`src/rtl/mul_div_issue_queue.sv`:
```
// In-order issue queue for the mul/div unit: holds HI/LO + rs/rt operand pairs,
// snoops writeback broadcasts and issues the head pair once all four operands are present.
module mul_div_issue_queue #(
  parameter int DEPTH  = 4,
  parameter int PREG_W = 6,
  parameter int ROB_W  = 4,
  parameter int OP_W   = 8,
  parameter int NUM_WB = 2
) (
  input  logic                      clk,
  input  logic                      resetn,
  input  logic                      flush,
  input  logic                      enq_valid,
  output logic                      enq_ready,
  input  logic [OP_W-1:0]           enq_op,
  input  logic                      enq_rf_we1,
  input  logic                      enq_rf_we2,
  input  logic [PREG_W-1:0]         enq_phy_dest1,
  input  logic [PREG_W-1:0]         enq_phy_dest2,
  input  logic [ROB_W-1:0]          enq_rob1,
  input  logic [ROB_W-1:0]          enq_rob2,
  input  logic [4*PREG_W-1:0]       enq_src_tag,
  input  logic [3:0]                enq_src_rdy,
  input  logic [4*32-1:0]           enq_src_value,
  input  logic [NUM_WB-1:0]         wb_valid,
  input  logic [NUM_WB*PREG_W-1:0]  wb_tag,
  input  logic [NUM_WB*32-1:0]      wb_value,
  output logic                      issue_valid,
  input  logic                      mul_div_allowin,
  output logic [OP_W-1:0]           issue_op,
  output logic                      issue_rf_we1,
  output logic                      issue_rf_we2,
  output logic [PREG_W-1:0]         issue_phy_dest1,
  output logic [PREG_W-1:0]         issue_phy_dest2,
  output logic [ROB_W-1:0]          issue_rob1,
  output logic [ROB_W-1:0]          issue_rob2,
  output logic [31:0]               issue_hi,
  output logic [31:0]               issue_lo,
  output logic [31:0]               issue_src1,
  output logic [31:0]               issue_src2,
  output logic [$clog2(DEPTH):0]    count
);

  localparam int PTR_W = $clog2(DEPTH);
  localparam int CNT_W = PTR_W + 1;

  logic [PTR_W:0]     head;
  logic [PTR_W:0]     tail;
  logic [PTR_W-1:0]   head_idx;
  logic [PTR_W-1:0]   tail_idx;
  logic               full;
  logic               enq_fire;
  logic               deq_fire;

  logic               valid_q [DEPTH];
  logic [OP_W-1:0]    op_q    [DEPTH];
  logic               we1_q   [DEPTH];
  logic               we2_q   [DEPTH];
  logic [PREG_W-1:0]  dest1_q [DEPTH];
  logic [PREG_W-1:0]  dest2_q [DEPTH];
  logic [ROB_W-1:0]   rob1_q  [DEPTH];
  logic [ROB_W-1:0]   rob2_q  [DEPTH];
  logic [PREG_W-1:0]  tag_q   [DEPTH][4];
  logic [3:0]         rdy_q   [DEPTH];
  logic [31:0]        val_q   [DEPTH][4];

  logic [32:0]        wake     [DEPTH][4];
  logic [32:0]        enq_wake [4];

  // Returns {hit, value}; scanning from the top port down lets the lowest index win.
  function automatic logic [32:0] snoop(input logic [PREG_W-1:0] t);
    logic [32:0] r;
    r = '0;
    for (int p = NUM_WB - 1; p >= 0; p--) begin
      if (wb_valid[p] && (wb_tag[p*PREG_W +: PREG_W] == t)) begin
        r = {1'b1, wb_value[p*32 +: 32]};
      end
    end
    return r;
  endfunction

  always_comb begin
    for (int e = 0; e < DEPTH; e++) begin
      for (int k = 0; k < 4; k++) begin
        wake[e][k] = snoop(tag_q[e][k]);
      end
    end
    for (int k = 0; k < 4; k++) begin
      enq_wake[k] = snoop(enq_src_tag[k*PREG_W +: PREG_W]);
    end
  end

  assign head_idx    = head[PTR_W-1:0];
  assign tail_idx    = tail[PTR_W-1:0];
  assign full        = (count == CNT_W'(DEPTH));
  assign enq_ready   = !full;
  assign enq_fire    = enq_valid && enq_ready && !flush;
  assign issue_valid = valid_q[head_idx] && (&rdy_q[head_idx]) && !flush;
  assign deq_fire    = issue_valid && mul_div_allowin;

  assign issue_op        = op_q[head_idx];
  assign issue_rf_we1    = we1_q[head_idx];
  assign issue_rf_we2    = we2_q[head_idx];
  assign issue_phy_dest1 = dest1_q[head_idx];
  assign issue_phy_dest2 = dest2_q[head_idx];
  assign issue_rob1      = rob1_q[head_idx];
  assign issue_rob2      = rob2_q[head_idx];
  assign issue_hi        = val_q[head_idx][0];
  assign issue_lo        = val_q[head_idx][1];
  assign issue_src1      = val_q[head_idx][2];
  assign issue_src2      = val_q[head_idx][3];

  // Payload is cleared on reset too, so the head-driven issue outputs read zero.
  always_ff @(posedge clk or negedge resetn) begin
    if (!resetn) begin
      head  <= '0;
      tail  <= '0;
      count <= '0;
      for (int e = 0; e < DEPTH; e++) begin
        valid_q[e] <= 1'b0;
        op_q[e]    <= '0;
        we1_q[e]   <= 1'b0;
        we2_q[e]   <= 1'b0;
        dest1_q[e] <= '0;
        dest2_q[e] <= '0;
        rob1_q[e]  <= '0;
        rob2_q[e]  <= '0;
        rdy_q[e]   <= '0;
        for (int k = 0; k < 4; k++) begin
          tag_q[e][k] <= '0;
          val_q[e][k] <= '0;
        end
      end
    end else if (flush) begin
      head  <= '0;
      tail  <= '0;
      count <= '0;
      for (int e = 0; e < DEPTH; e++) begin
        valid_q[e] <= 1'b0;
      end
    end else begin
      for (int e = 0; e < DEPTH; e++) begin
        for (int k = 0; k < 4; k++) begin
          if (valid_q[e] && !rdy_q[e][k] && wake[e][k][32]) begin
            rdy_q[e][k] <= 1'b1;
            val_q[e][k] <= wake[e][k][31:0];
          end
        end
      end
      if (enq_fire) begin
        valid_q[tail_idx] <= 1'b1;
        op_q[tail_idx]    <= enq_op;
        we1_q[tail_idx]   <= enq_rf_we1;
        we2_q[tail_idx]   <= enq_rf_we2;
        dest1_q[tail_idx] <= enq_phy_dest1;
        dest2_q[tail_idx] <= enq_phy_dest2;
        rob1_q[tail_idx]  <= enq_rob1;
        rob2_q[tail_idx]  <= enq_rob2;
        for (int k = 0; k < 4; k++) begin
          tag_q[tail_idx][k] <= enq_src_tag[k*PREG_W +: PREG_W];
          if (enq_src_rdy[k]) begin
            rdy_q[tail_idx][k] <= 1'b1;
            val_q[tail_idx][k] <= enq_src_value[k*32 +: 32];
          end else begin
            rdy_q[tail_idx][k] <= enq_wake[k][32];
            val_q[tail_idx][k] <= enq_wake[k][31:0];
          end
        end
        tail <= tail + 1'b1;
      end
      if (deq_fire) begin
        valid_q[head_idx] <= 1'b0;
        head              <= head + 1'b1;
      end
      case ({enq_fire, deq_fire})
        2'b10:   count <= count + 1'b1;
        2'b01:   count <= count - 1'b1;
        default: count <= count;
      endcase
    end
  end

endmodule

```
`config.mk`:
```
export PLATFORM = sky130hd
export DESIGN_NAME = mul_div_issue_queue
export DESIGN_NICKNAME = d
export VERILOG_FILES = /design/src/rtl/mul_div_issue_queue.sv
export SDC_FILE = /design/constraint.sdc
export NUM_CORES = 2
export LEC_CHECK = 0
export CELL_PAD_IN_SITES_DETAIL_PLACEMENT = 0
export CELL_PAD_IN_SITES_GLOBAL_PLACEMENT = 1
export CORE_UTILIZATION = 44
export DETAILED_ROUTE_END_ITERATION = 16
export GPL_TIMING_DRIVEN = 0
export PLACE_DENSITY = 0.81
export SLEW_MARGIN = 5
export SYNTH_ARGS = -nofsm -noshare
export SYNTH_HDL_FRONTEND = slang
export SYNTH_SLANG_ARGS = --single-unit
```
`constraint.sdc`:
```
create_clock -name clk -period 2.9 [get_ports clk]
set_input_delay 0.58 -clock clk [delete_from_list [all_inputs] [get_ports clk]]
set_output_delay 0.58 -clock clk [all_outputs]
set_load 0.02 [all_outputs]
```
Yosys cells after proc, flatten, opt, wreduce, memory -nomap -nowiden:

Index checks and enable logic that the tools add are counted.

* register bits after elaboration: 757
* bits of input ports: 269
* output and inout port bits: 163
* word-level logic and storage cells: 457

* $add $sub $neg: 4
* order comparisons: 4
* equal/unequal tests: 43
* mux-type cells: 223
* bitwise gates (word level): 10
* reductions and logical operators: 102

Operators with widths (number)
* 512-bit 2-to-1 mux: 11
* 512-bit bitwise mux: 8
* 33-bit 2-to-1 mux: 40
* 32-bit 2-to-1 mux: 33
* 128-bit demux with 2-bit select: 4
* 96-bit bitwise mux: 4
* 128-bit 2-to-1 mux: 3
* 128-bit binary-select mux with 2-bit select: 1
* 6-bit equality test: 40
* 24-bit demux with 2-bit select: 4
* 16-bit 2-to-1 mux: 11
* 16-bit bitwise mux: 6
* 96-bit 2-to-1 mux: 1
* 1-bit logical AND: 79
* 64-bit 2-to-1 mux: 1
* 16-bit OR: 4
* 24-bit bitwise mux: 2
* 4-bit 2-to-1 mux: 12
* 1-bit 2-to-1 mux: 41
* 4-bit demux with 2-bit select: 5
* 6-bit 2-to-1 mux: 6
* 32-bit bitwise mux: 1
* 4-bit binary-select mux with 2-bit select: 3
* 6-bit binary-select mux with 2-bit select: 2
* 30 further kinds: 64

Logic depth before layout (Yosys ltp):

* depth after elaboration: 22
* depth in mapped cells: 10
* depth with buffers taken out: 9

Least setup slack after synthesis:

OpenSTA, ideal clock, no wires.

* kind: register -> output
* from: register head[1]
* to: output port issue_hi[11]
* data arrival time: 2.260 ns
* required time: 2.320 ns
* slack: 0.060 ns
* cell stages (with the launch flop): 5
* path buffers: 3
* cells stage by stage: dfrtp_1 > clkbuf_1 > buf_1 > buf_1 > mux4_2

* cells in the longest elaborated chain, start to end: 4

Ends and longest elaborated chain
* start: declaration: line 47 `logic [PTR_W:0] head;`
* start signal: assignment: line 173 `head <= head + 1'b1;`
* 2-bit inverter with 3-bit output (not written as such): line 108 `assign issue_hi = val_q[head_idx][0];`
* 128-bit binary-select mux with 2-bit select: line 108
* 128-bit 2-to-1 mux (2 in a row)
* end: declaration: line 37 `output logic [31:0] issue_hi,`

No other way between the ends. The select of a mux whose other input is x is not followed.

Worst setup path after layout:

* from: register head[1]
* to: output port issue_src1[22]

* cells in the longest elaborated chain, start to end: 4

Ends and longest elaborated chain
* 2-bit inverter with 3-bit output (not written as such): line 110 `assign issue_src1 = val_q[head_idx][2];`
* 128-bit binary-select mux with 2-bit select: line 110
* 128-bit 2-to-1 mux (2 in a row)
* end: declaration: line 39 `output logic [31:0] issue_src1,`

No other way between the ends. The select of a mux whose other input is x is not followed.

==> results.toml <==
[die]
io_pins = 432
rows = 121
dieWidth_um = 333
die_h_um = 333
coreArea_mm2 = 0.109
floorplan.initialDensity_pct = 44.3
die_area_mm2 = 0.111

[outcome]
outcome = "finished with violations"
failed_checks = "capacitance limit, slew limit, setup timing"

[logic_synthesis]
synth_area_mm2 = 0.0482
synth_nets = 5661
yosysUniqueCellTypes = 73
syn_avg_cell_area_um2 = 8.95
ys_warn_count = 0
netlist_instances = 5383
ys_seq_area_share_pct = 39.2
synthArstFlopShare_pct = 100
synth-seq-cells = 755
synth_edf_count = 0
synthFlopType = "dfrtp_1"

[worst_setup_path]
critical_path.startpoint_type = "flop"
path_buf_inv = 5
crit_path_end_kind = "primary output"
arrival_ps = 2630
cp_slowest_cell = "mux4_2"
crit_family = "buffers and inverters"
max_stage_delay_ps = 450
crit_chain = "clkbuf_16, buf_16, clkbuf_16, clkbuf_16, mux4_2, buf_6"
path_class = "reg2out"
crit_top_cell = "clkbuf_16"
path_max_fanout = 6
cp.required_ps = 2320

[clock_tree]
cts_max_level = 3
clkSinkCount = 755
clk_latency_ps = 720
cts.clk_slew.worst_paths_ps = 60
cts_buffers = 90
cts_tree = "done"
cts_buffer_depth = 3
root_buffer = "clkbuf_16"

[routing]
drt_pass1_iterations = 7
drt_iter0_drc = 8609
drc = 0
vias = 52800
drtAntennaViolNets = 0
wl_mm = 283
wl_per_cell_um = 37.9
via_per_inst = 7.08

[layout]
fin_cells = 7461
drive_gt1_share_pct = 19.0
layout_commonest_cell = "nand2_1"
area_delta_synth_final_pct = 26.6
fin_nets = 6253
layout_common_cells = "nand2_1, dfrtp_1, clkbuf_1, nor2_1, o22ai_1"

[timing]
setup_viol = 173
rsz0062_at_grt = "yes"
clock_skew_ps = 26.5
final-hold-violation-count = 0
slew_headroom_pct = -3.03
max_freq_ghz = 0.311
tightest_slew_ps = 1550
setup_tns_ps = -23770
post-route-period-util_pct = 111
timing.final.ws_setup_ps = -314
fin_crit_ps = 3210
slew_viol_final = 20

[global_routing]
grt-ovfl-total = 0
grt.total_usage_pct = 49.1
grt_pass1_wl_mm = 385
grt_use_met1_pct = 61.5
grt_busiest_layer = "met2"
use_met2_pct = 70.2
antenna_found_initial = 7
grt_pass1_vias = 49800
grtUsageMet3_pct = 15.5
grt_max_degree = 115

[worst_hold_path]
hp-class = "in2reg"

[pwr]
max-vdd-ir-drop_uv = 515
p_switching_uw = 14100
finalPower_uw = 40000
power_frac_clock_pct = 29.9
netSwitchingFraction_pct = 35.2
p_int_uw = 25900
power.density_mw_per_mm2 = 656
pwr-share-seq_pct = 40.2
cellLeakagePower_uw = 0.0254
pwr-share-comb_pct = 29.9

[flow_run]
drv_cap = 2

[placement]
dpl.hpwl_mm = 209
placed_cells = 7179
port_buffers = 369
gp_congestion = 1.06
place_ws_ps = -3050
stage by stage:
stage          hold WS [ps]  instance area, um2  utilization [%]
2_1_floorplan           284               48200                -
4_1_cts                 219               59700             54.9
5_1_grt                 258               61000             56.1
3_5_place_dp            457               54000             49.7
3_3_place_gp            452               53700             49.4
6_report                247               61000             56.1
cell type report:
cell class | count | area, um2
Antenna cell | 6 | 15.0
Buffer | 640 | 3760
Clock buffer | 132 | 2650
Clock inverter | 26 | 354
Fill cell | 9951 | 47700
Inverter | 203 | 766
Multi-Input combinational cell | 3764 | 26900
Sequential cell | 755 | 18900
Tap cell | 1414 | 1770
Timing Repair Buffer | 521 | 5870
tightest hold or removal path, stage by stage:
cell     delay (ps)
buf_1           190
nand2_1         100
nand2_1          50
power by group through the flow:
| stage | clock network, uW | logic [uW] | registers, uW |
|---|---|---|---|
| final | 12000 | 12000 | 16100 |
| after global routing | 12300 | 12600 | 16300 |
| after floorplan | 0 | 7050 | 15300 |
| after CTS | 11900 | 11300 | 15900 |
| after global placement | 0 | 10900 | 16100 |
| after detailed placement | 0 | 11100 | 16100 |
state kept, by name, summed over array words and instances (netlist names), 3 cells and up:
| register | flops |
|---|---|
| count | 3 |
| dest1_q | 24 |
| dest2_q | 24 |
| op_q | 32 |
| rdy_q | 16 |
| rob1_q | 16 |
| rob2_q | 16 |
| tag_q | 96 |
| val_q | 512 |
| valid_q | 4 |
| we1_q | 4 |
| we2_q | 4 |
layer usage:
layer	wire (um)	vias up
li1	-	20900
met1	102000	26200
met2	117000	4570
met3	37200	1124
met4	27000	8
met5	57	-
worst paths after layout:
check / startpoint / endpoint / slack (ps) / depth (start not counted)
setup / recovery: head[1]$_DFFE_PN0P_ / issue_src1[22] / -310 / 6
hold / removal: enq_src_tag[12] / tag_q[6]$_DFFE_PN0P_ / 250 / 3
setup reg to reg: count[0]$_DFFE_PN0P_ / valid_q[0]$_DFF_PN0_ / -40 / 7
hold reg to reg: rob2_q[1]$_DFFE_PN0P_ / rob2_q[1]$_DFFE_PN0P_ / 470 / 2
max in group asynchronous: resetn / head[1]$_DFFE_PN0P_ / 440 / 5
min in group asynchronous: resetn / val_q[140]$_DFFE_PN0N_ / 400 / 2
cells by family (layout without fill, tap and decap cells):
group           Yosys count  after routing  share of synthesized area, %
compound gates         1518           1518                          23.3
xor+xnor                245            245                          4.45
fa+ha+maj                 9              9                         0.249
buf+inv                 865           1522                          7.00
flops                   755            755                          39.2
mux                     288            288                          10.1
other cells               0              6                             0
simple gates           1703           1704                          15.7
synthesized netlist by cell type (117+ instances only):
| master | number | area, um2 |
|---|---|---|
| xnor2_1 | 152 | 1330 |
| nor3_1 | 145 | 726 |
| a21oi_1 | 205 | 1030 |
| o31ai_1 | 117 | 878 |
| nor2_1 | 290 | 1090 |
| clkbuf_1 | 544 | 2040 |
| o22ai_1 | 275 | 1720 |
| mux4_2 | 158 | 3560 |
| dfrtp_1 | 755 | 18900 |
| nand3_1 | 147 | 736 |
| inv_1 | 203 | 762 |
| nand2_1 | 828 | 3110 |
| mux2i_1 | 130 | 1300 |
| a221o_1 | 126 | 1260 |
timing repair:
| item | in CTS | in global routing |
|---|---|---|
| hold buffers | 1 | 0 |
| buffers inserted | 66 | 50 |
| hold endpoints to repair | 53 | 0 |
| setup endpoints to repair | 915 | 790 |
| gates cloned | 18 | 15 |
| gates resized for setup | 1281 | 474 |
| pin swaps | 19 | 12 |
Note: power is estimated with default switching activity, not from simulation.
